==> config.mk <==
export PLATFORM = sky130hd
export DESIGN_NAME = eth_gmii_tx_framer
export DESIGN_NICKNAME = d
export VERILOG_FILES = /design/src/rtl/eth_gmii_tx_framer.sv
export SDC_FILE = /design/constraint.sdc
export NUM_CORES = 1
export LEC_CHECK = 0
export BUFFER_PORTS_ARGS = -buffer_cell sky130_fd_sc_hd__buf_2
export CORE_MARGIN = 1.5
export CORE_UTILIZATION = 62
export DETAILED_ROUTE_END_ITERATION = 7
export PLACE_DENSITY = 0.8
export REMOVE_ABC_BUFFERS = 1
export SLEW_MARGIN = 15
export SYNTH_ARGS = -nofsm -noshare
export SYNTH_HDL_FRONTEND = slang
export SYNTH_SLANG_ARGS = --single-unit
==> constraint.sdc <==
create_clock -name clk250_i -period 3 [get_ports clk250_i]
set_clock_uncertainty 0.15 [all_clocks]
set_input_delay 0.45 -clock clk250_i [delete_from_list [all_inputs] [get_ports clk250_i]]
set_output_delay 0.45 -clock clk250_i [all_outputs]
set_load 0.005 [all_outputs]
==> src/rtl/eth_gmii_tx_framer.sv <==
// rtl/eth_gmii_tx_framer.sv - GMII transmit framer: preamble/SFD, padding, CRC-32 FCS, IFG, underrun
module eth_gmii_tx_framer #(
    parameter int min_frame_p = 60,
    parameter int pad_en_p    = 1,
    parameter int ifg_bytes_p = 12
) (
    input  logic       clk250_i,
    input  logic       reset_r_lo,
    input  logic       en_i,
    input  logic [7:0] s_data_i,
    input  logic       s_valid_i,
    input  logic       s_last_i,
    output logic       s_ready_o,
    output logic [7:0] gmii_txd_o,
    output logic       gmii_tx_en_o,
    output logic       gmii_tx_er_o,
    output logic       busy_o,
    output logic       frame_done_o,
    output logic       underrun_o
);
    typedef enum logic [2:0] {
        ST_IDLE, ST_PREAMBLE, ST_DATA, ST_PAD, ST_FCS, ST_IFG
    } state_t;

    localparam logic [31:0] CRC_POLY = 32'hEDB88320;
    localparam logic [11:0] MIN_LEN  = 12'(min_frame_p);
    localparam logic [15:0] IFG_LAST = 16'(ifg_bytes_p - 1);
    localparam logic        PAD_EN   = (pad_en_p != 0);

    state_t      state_q;
    logic [15:0] cnt_q;
    logic [10:0] len_q;
    logic [31:0] crc_q;
    logic [7:0]  txd_q;
    logic        tx_en_q;
    logic        tx_er_q;
    logic        done_q;
    logic        underrun_q;

    function automatic logic [31:0] crc_byte(input logic [31:0] crc, input logic [7:0] data);
        logic [31:0] c;
        c = crc ^ {24'h000000, data};
        for (int i = 0; i < 8; i++) begin
            c = c[0] ? ((c >> 1) ^ CRC_POLY) : (c >> 1);
        end
        return c;
    endfunction

    logic [7:0]  crc_in;
    logic [31:0] crc_d;
    logic [11:0] len_inc;
    logic [10:0] len_d;

    // Pad bytes feed zeros into the CRC; the length counter saturates at 2047.
    assign crc_in  = (state_q == ST_PAD) ? 8'h00 : s_data_i;
    assign crc_d   = crc_byte(crc_q, crc_in);
    assign len_inc = {1'b0, len_q} + 12'd1;
    assign len_d   = (len_q == 11'h7FF) ? len_q : len_inc[10:0];

    always_ff @(posedge clk250_i or posedge reset_r_lo) begin
        if (reset_r_lo) begin
            state_q    <= ST_IDLE;
            cnt_q      <= '0;
            len_q      <= '0;
            crc_q      <= 32'hFFFFFFFF;
            txd_q      <= 8'h00;
            tx_en_q    <= 1'b0;
            tx_er_q    <= 1'b0;
            done_q     <= 1'b0;
            underrun_q <= 1'b0;
        end else begin
            done_q     <= 1'b0;
            underrun_q <= 1'b0;
            if (en_i) begin
                case (state_q)
                    ST_IDLE: begin
                        txd_q   <= 8'h00;
                        tx_en_q <= 1'b0;
                        tx_er_q <= 1'b0;
                        if (s_valid_i) begin
                            txd_q   <= 8'h55;
                            tx_en_q <= 1'b1;
                            cnt_q   <= 16'd1;
                            crc_q   <= 32'hFFFFFFFF;
                            len_q   <= '0;
                            state_q <= ST_PREAMBLE;
                        end
                    end
                    ST_PREAMBLE: begin
                        if (cnt_q == 16'd7) begin
                            txd_q   <= 8'hD5;
                            state_q <= ST_DATA;
                        end else begin
                            txd_q <= 8'h55;
                            cnt_q <= cnt_q + 16'd1;
                        end
                    end
                    ST_DATA: begin
                        if (s_valid_i) begin
                            txd_q <= s_data_i;
                            crc_q <= crc_d;
                            len_q <= len_d;
                            if (s_last_i) begin
                                cnt_q   <= '0;
                                state_q <= (PAD_EN && (len_inc < MIN_LEN)) ? ST_PAD : ST_FCS;
                            end
                        end else begin
                            txd_q      <= 8'h00;
                            tx_er_q    <= 1'b1;
                            underrun_q <= 1'b1;
                            cnt_q      <= '0;
                            state_q    <= ST_IFG;
                        end
                    end
                    ST_PAD: begin
                        txd_q <= 8'h00;
                        crc_q <= crc_d;
                        len_q <= len_d;
                        if (len_inc >= MIN_LEN) begin
                            cnt_q   <= '0;
                            state_q <= ST_FCS;
                        end
                    end
                    ST_FCS: begin
                        // Shift the CRC down so the next FCS byte is always in the low octet.
                        txd_q <= ~crc_q[7:0];
                        crc_q <= {8'h00, crc_q[31:8]};
                        cnt_q <= cnt_q + 16'd1;
                        if (cnt_q == 16'd3) begin
                            done_q  <= 1'b1;
                            cnt_q   <= '0;
                            state_q <= ST_IFG;
                        end
                    end
                    ST_IFG: begin
                        txd_q   <= 8'h00;
                        tx_en_q <= 1'b0;
                        tx_er_q <= 1'b0;
                        if (cnt_q == IFG_LAST) begin
                            cnt_q   <= '0;
                            state_q <= ST_IDLE;
                        end else begin
                            cnt_q <= cnt_q + 16'd1;
                        end
                    end
                    default: state_q <= ST_IDLE;
                endcase
            end
        end
    end

    assign s_ready_o    = (state_q == ST_DATA) & en_i;
    assign gmii_txd_o   = txd_q;
    assign gmii_tx_en_o = tx_en_q;
    assign gmii_tx_er_o = tx_er_q;
    assign busy_o       = (state_q != ST_IDLE);
    assign frame_done_o = done_q;
    assign underrun_o   = underrun_q;
endmodule

=== Yosys cells after proc, flatten, opt, wreduce, memory -nomap -nowiden ===
Cells that the tools add are included.

* Register bits: 74
* Bits in latches: 0
* Bits in writable memories: 0
* Memory bits (read-only): 0
* Input port bits: 13
* Output and inout port bits: 14
* Logic and storage cells: 106
* Memories: 0

* $add $sub $neg: 2
* $mul: 0
* Div/mod/pow operators: 0
* $lt $le $gt $ge: 2
* Eq/ne operators: 18
* Shift-type cells: 0
* Muxes and demuxes: 47
* Bitwise logic cells: 11
* Reduce and logical (&&, ||, !) cells: 17

{| class="wikitable"
|+ Operators with widths
! cell !! number
|-
| $mux W32 || 10
|-
| $pmux W32 S4 || 1
|-
| $mux W16 || 7
|-
| $not A13 Y14 || 8
|-
| $pmux W16 S6 || 1
|-
| $pmux W8 S5 || 1
|-
| $mux W11 || 3
|-
| $pmux W11 S3 || 1
|-
| $xor A32 B8 Y32 || 1
|-
| $mux W3 || 8
|-
| $mux W8 || 3
|-
| $pmux W3 S6 || 1
|-
| $add A16 B1 Y16 const B || 1
|-
| $eq A16 B2 Y1 const B || 1
|-
| $eq A16 B3 Y1 const B || 1
|-
| $eq A16 B4 Y1 const B || 1
|-
| $ne A2 B2 Y1 const B || 7
|-
| $add A11 B1 Y12 const B || 1
|-
| $ge A12 B6 Y1 const B || 1
|-
| $lt A12 B6 Y1 const B || 1
|-
| $eq A11 B11 Y1 const B || 1
|-
| $mux W1 || 8
|-
| $not A8 Y8 || 1
|-
| $reduce_and A4 Y1 || 2
|-
| other kinds (19) || 26
|}

=== Longest topological paths before layout ===
* Depth after elaboration: 21
* Depth in mapped cells: 10

=== Worst setup path after synthesis ===
OpenSTA, ideal clock, no wires.

* Path type: flip-flop to flip-flop
* Start: register cnt_q[5]
* End: register cnt_q[0]
* Library setup time: 0.125 ns
* Arrival: 2.128 ns
* Data required time: 2.725 ns
* Slack: 0.598 ns
* Cell stages (with the launch flop): 8
* Path buffers: 1
* Cells stage by stage: dfrtp_1 -> buf_2 -> or4_4 -> nor4_4 -> nand4_2 -> and3_4 -> o21ai_4 -> mux2_2

* Cells in the longest elaborated chain, start to end: 3
* Elaborated cells on any way between the ends: 8
* Those cells by class: 4 x eq/ne; 3 x mux; 1 x reduce/logical

{| class="wikitable"
|+ RTL lines
! element !! RTL line !! source
|-
| start: declaration || 31 || <nowiki>logic [15:0] cnt_q;</nowiki>
|-
| start signal: assignment || 95 || <nowiki>cnt_q <= cnt_q + 16'd1;</nowiki>
|-
| start signal: assignment || 128 || <nowiki>cnt_q <= cnt_q + 16'd1;</nowiki>
|-
| start signal: assignment || 143 || <nowiki>cnt_q <= cnt_q + 16'd1;</nowiki>
|-
| $eq A16 B4 Y1, or another cell as far along || 139 || <nowiki>if (cnt_q == IFG_LAST) begin</nowiki>
|-
| $mux W16, or another cell as far along || 139 ||
|-
| $pmux W16 S6 / $reduce_and A6 Y1 (equally long branches) || -- ||
|}

Several ways; a longest one is shown, not always the timed one.
A chain may end at the register's enable or synchronous reset.

=== Worst setup path after layout ===
* Start: register cnt_q[11]
* End: register cnt_q[15]

* Cells in the longest elaborated chain, start to end: 3
* Elaborated cells on any way between the ends: 10
* Those cells by class: 1 x add/sub; 4 x eq/ne; 4 x mux; 1 x reduce/logical

{| class="wikitable"
|+ RTL lines
! element !! RTL line
|-
| $add A16 B1 Y16, or another cell as far along || 95, 128, 143
|-
| $mux W16, or another cell as far along || 139
|-
| $pmux W16 S6 / $reduce_and A6 Y1 (equally long branches) || --
|}

Several ways; a longest one is shown, not always the timed one. The select of a mux whose other input is x is not followed.

==> results.py <==
metrics = {
    "status": {
        "outcome": "complete, no violations",
    },
    "cells_and_area": {
        "final_nets": 635,
        "post-route-util_pct": 68.20,
        "n_antenna_cell": 0,
        "area_growth_syn_to_layout_pct": 7.013,
        "fillCellCount": 674,
        "drive_gt1_share_pct": 19.07,
    },
    "synth": {
        "async_flop_share_pct": 100.0,
        "synthFlopType": "dfrtp_1",
        "synthCells": 610,
        "synth_area_leaders": "dfrtp_1, dfstp_2, xnor2_1, nand2_1, o21ai_0",
        "yosysTopAreaCell": "dfrtp_1",
        "yosys_warnings": 0,
        "synth_edf_count": 0,
        "ys_seq_area_share_pct": 36.31,
        "ys_ff_latch": 74,
        "avgSynthCellArea_um2": 8.541,
        "synth_top_cell_area_share_pct": 20.17,
        "ys_types": 75,
        "syn_area_mm2": 0.005210,
    },
    "cts": {
        "cts_hold_buf": 0,
        "cts_buffers": 9,
        "cts_setup_buffers": 0,
        "cts-htree-levels": 3,
        "ctsResizeCount": 0,
        "clkTransAtPathRegs_ns": 0.08,
        "cts_tree": "done",
        "cts_root_buffer": "clkbuf_8",
        "cts_buffer_depth": 2,
        "numClockSinks": 74,
        "clk_latency_ns": 0.36,
    },
    "pwr": {
        "total_power_w": 0.007398,
        "vdd_drop_max_mv": 0.6469,
        "cellPowerDensity_mw_per_mm2": 1327,
        "leakage_nw": 2.381,
    },
    "timing": {
        "finalHoldWorstSlack_ns": 0.05906,
        "period_minus_slack_ns": 2.770,
        "setup_viol": 0,
        "timing.fmax_mhz": 361.0,
        "fin_ws_ns": 0.2303,
        "rsz0062_at_grt": "no",
        "fin_crit_sh_pct": 92.32,
        "slew_violations": 0,
        "worst_pin_slew_ns": 0.7675,
        "relSlewSlack_pct": 48.83,
        "final_hold_viol_count": 0,
    },
    "die": {
        "die_w_um": 94.67,
        "initial_core_util_pct": 63.73,
        "pin_count": 27,
        "num_rows": 33,
        "core_mm2": 0.008175,
        "die_h_um": 94.67,
        "dieArea_mm2": 0.008962,
    },
    "worst_setup_path": {
        "end_kind": "flip-flop",
        "cp.required_ns": 3.07,
        "crit_fanout": 10,
        "cp.arrival_ns": 2.84,
        "worstSetupPathType": "flip-flop to flip-flop",
        "startpoint_type": "flip-flop",
    },
    "grt": {
        "antenna_found_initial": 0,
        "gr-total-overflow": 0,
        "grtUsageTotal_pct": 29.76,
        "grt_max_degree": 56,
        "grt_pass1_vias": 4164,
        "grt_pass1_wl_mm": 20.79,
    },
    "routing": {
        "dr.pass1.iters": 5,
        "drtIter0Drc": 230,
        "drc": 0,
        "vias_per_cell": 6.281,
        "num_vias": 4579,
        "routedWlPerCell_um": 17.49,
        "routed_wl_mm": 12.75,
        "ant_nets": 0,
    },
    "placed_design": {
        "dp_hpwl_mm": 8.970,
        "gp_congestion": 0.9567,
        "io_buffers": 26,
        "dp_slack_ns": 0.3182,
    },
    "min_path": {
        "hp-class": "primary input to async pin",
    },
    "job": {
        "cap_violations": 0,
    },
}
==> through the flow <==
| step | instances | cell area, um^2 | setup TNS, ns |
|---|---|---|---|
| 2_1_floorplan | 563 | 4987 | -135.55 |
| 3_5_place_dp | 713 | 5414 | 0 |
| 6_report | 729 | 5575 | 0 |
| 5_1_grt | 729 | 5575 | 0 |
| 4_1_cts | 729 | 5575 | 0 |
| 3_3_place_gp | 713 | 5414 | 0 |
==> worst max-delay path: stages, from the launching register on <==
cell and delay [ns]:
dfrtp_1 0.42, or4_1 0.62, or3_4 0.44, o221ai_4 0.34, buf_4 0.24, a31oi_1 0.05
o21ai_0 0.22, o31ai_1 0.15
==> metal layers <==
metal / GRT usage, % / routed length [um] / part of all wire, %
met1: 44.07 / 5817 / 46
met2: 45.12 / 5878 / 46
met3: 4.267 / 875 / 6.9
met4: 8.582 / 182 / 1.4
met5: 0 / 0 / 0
==> layout by cell type (no fill, tap or decap), types with 3 or more instances in the layout <==
| cell | netlist | layout |
|---|---|---|
| o22ai_1 | 9 | 9 |
| o41ai_1 | 3 | 3 |
| a21oi_1 | 43 | 43 |
| nor3_1 | 14 | 14 |
| dfrtp_1 | 42 | 42 |
| a211o_1 | 4 | 4 |
| nor2b_1 | 6 | 6 |
| xnor2_2 | 3 | 3 |
| nand2b_1 | 17 | 17 |
| nand2_1 | 80 | 80 |
| buf_2 | 4 | 26 |
| o21a_1 | 3 | 3 |
| or4_1 | 4 | 4 |
| clkinv_2 | 0 | 3 |
| inv_1 | 11 | 10 |
| buf_4 | 5 | 18 |
| ha_1 | 3 | 3 |
| o21ai_0 | 52 | 52 |
| xor2_1 | 16 | 16 |
| o21ai_1 | 12 | 12 |
| xnor2_1 | 44 | 44 |
| xnor3_1 | 3 | 3 |
| a21o_1 | 6 | 6 |
| nor2_1 | 50 | 49 |
| nand3_1 | 15 | 15 |
| a22o_1 | 7 | 7 |
| o31ai_1 | 11 | 11 |
| and2_1 | 3 | 3 |
| a31oi_1 | 6 | 6 |
| nand4_1 | 3 | 3 |
| clkbuf_8 | 0 | 9 |
| dfstp_2 | 32 | 32 |
| and3_1 | 12 | 12 |
==> power breakdown <==
| part | total, W | internal [W] | switching (W) |
|---|---|---|---|
| combinational | 0.00466 | 0.00207 | 0.00259 |
| sequential | 0.00205 | 0.00155 | 0.000493 |
| clock | 0.000688 | 0.000299 | 0.000389 |
==> state kept, by name, summed over array words and instances (netlist names) <==
| signal | cells |
|---|---|
| crc_q | 32 |
| cnt_q | 16 |
| len_q | 11 |
| gmii_txd_o | 8 |
| state_q | 3 |
| frame_done_o | 1 |
| gmii_tx_en_o | 1 |
| gmii_tx_er_o | 1 |
| underrun_o | 1 |
==> synth_stat cells, types with 4 or more instances <==
master	number
nand3_1	15
buf_2	4
nor2_1	50
and3_1	12
xor2_1	16
o21ai_1	12
inv_1	11
nand2b_1	17
a21oi_1	43
xnor2_1	44
a211o_1	4
or4_1	4
dfstp_2	32
a31oi_1	6
buf_4	5
o22ai_1	9
clkbuf_1	32
dfrtp_1	42
nor2b_1	6
nor3_1	14
o21ai_0	52
a21o_1	6
a22o_1	7
o31ai_1	11
nand2_1	80
==> layout make-up <==
class,count,area (um^2),area share (%)
Tap cell,105,131.4,2.356
Sequential cell,74,1892,33.93
Clock buffer,11,131.4,2.356
Multi-Input combinational cell,478,3064,54.96
Clock inverter,5,30.03,0.5386
Inverter,11,41.29,0.7406
Timing Repair Buffer,45,285.3,5.117
==> final timing paths <==
check | slack [ns] | start | end | cells after the start
max | 0.23 | cnt_q[11]$_DFFE_PP0P_ | cnt_q[15]$_DFFE_PP0P_ | 7
min | 0.06 | reset_r_lo | underrun_o$_DFF_PP0_ | 2
max reg2reg | 0.23 | cnt_q[11]$_DFFE_PP0P_ | cnt_q[15]$_DFFE_PP0P_ | 7
min reg2reg | 0.33 | crc_q[31]$_DFFE_PP1P_ | crc_q[31]$_DFFE_PP1P_ | 2
max in group asynchronous | 1.91 | reset_r_lo | crc_q[22]$_DFFE_PP1P_ | 3
min in group clk250_i | 0.30 | en_i | underrun_o$_DFF_PP0_ | 3
==> kinds of logic (layout without fill, tap and decap cells) <==
family | count (synthesis) | count (layout) | share of synthesized area [%]
AOI/OAI and AO/OA | 182 | 182 | 23.30
buffers and inverters | 58 | 72 | 5.067
DFF | 74 | 74 | 36.31
and+or+nand+nor | 224 | 224 | 21.57
adders and majority gates | 3 | 3 | 0.7205
xor gates and xnor gates | 67 | 67 | 12.63
muxes | 2 | 2 | 0.4083
Power figures use the tool's default switching activity.
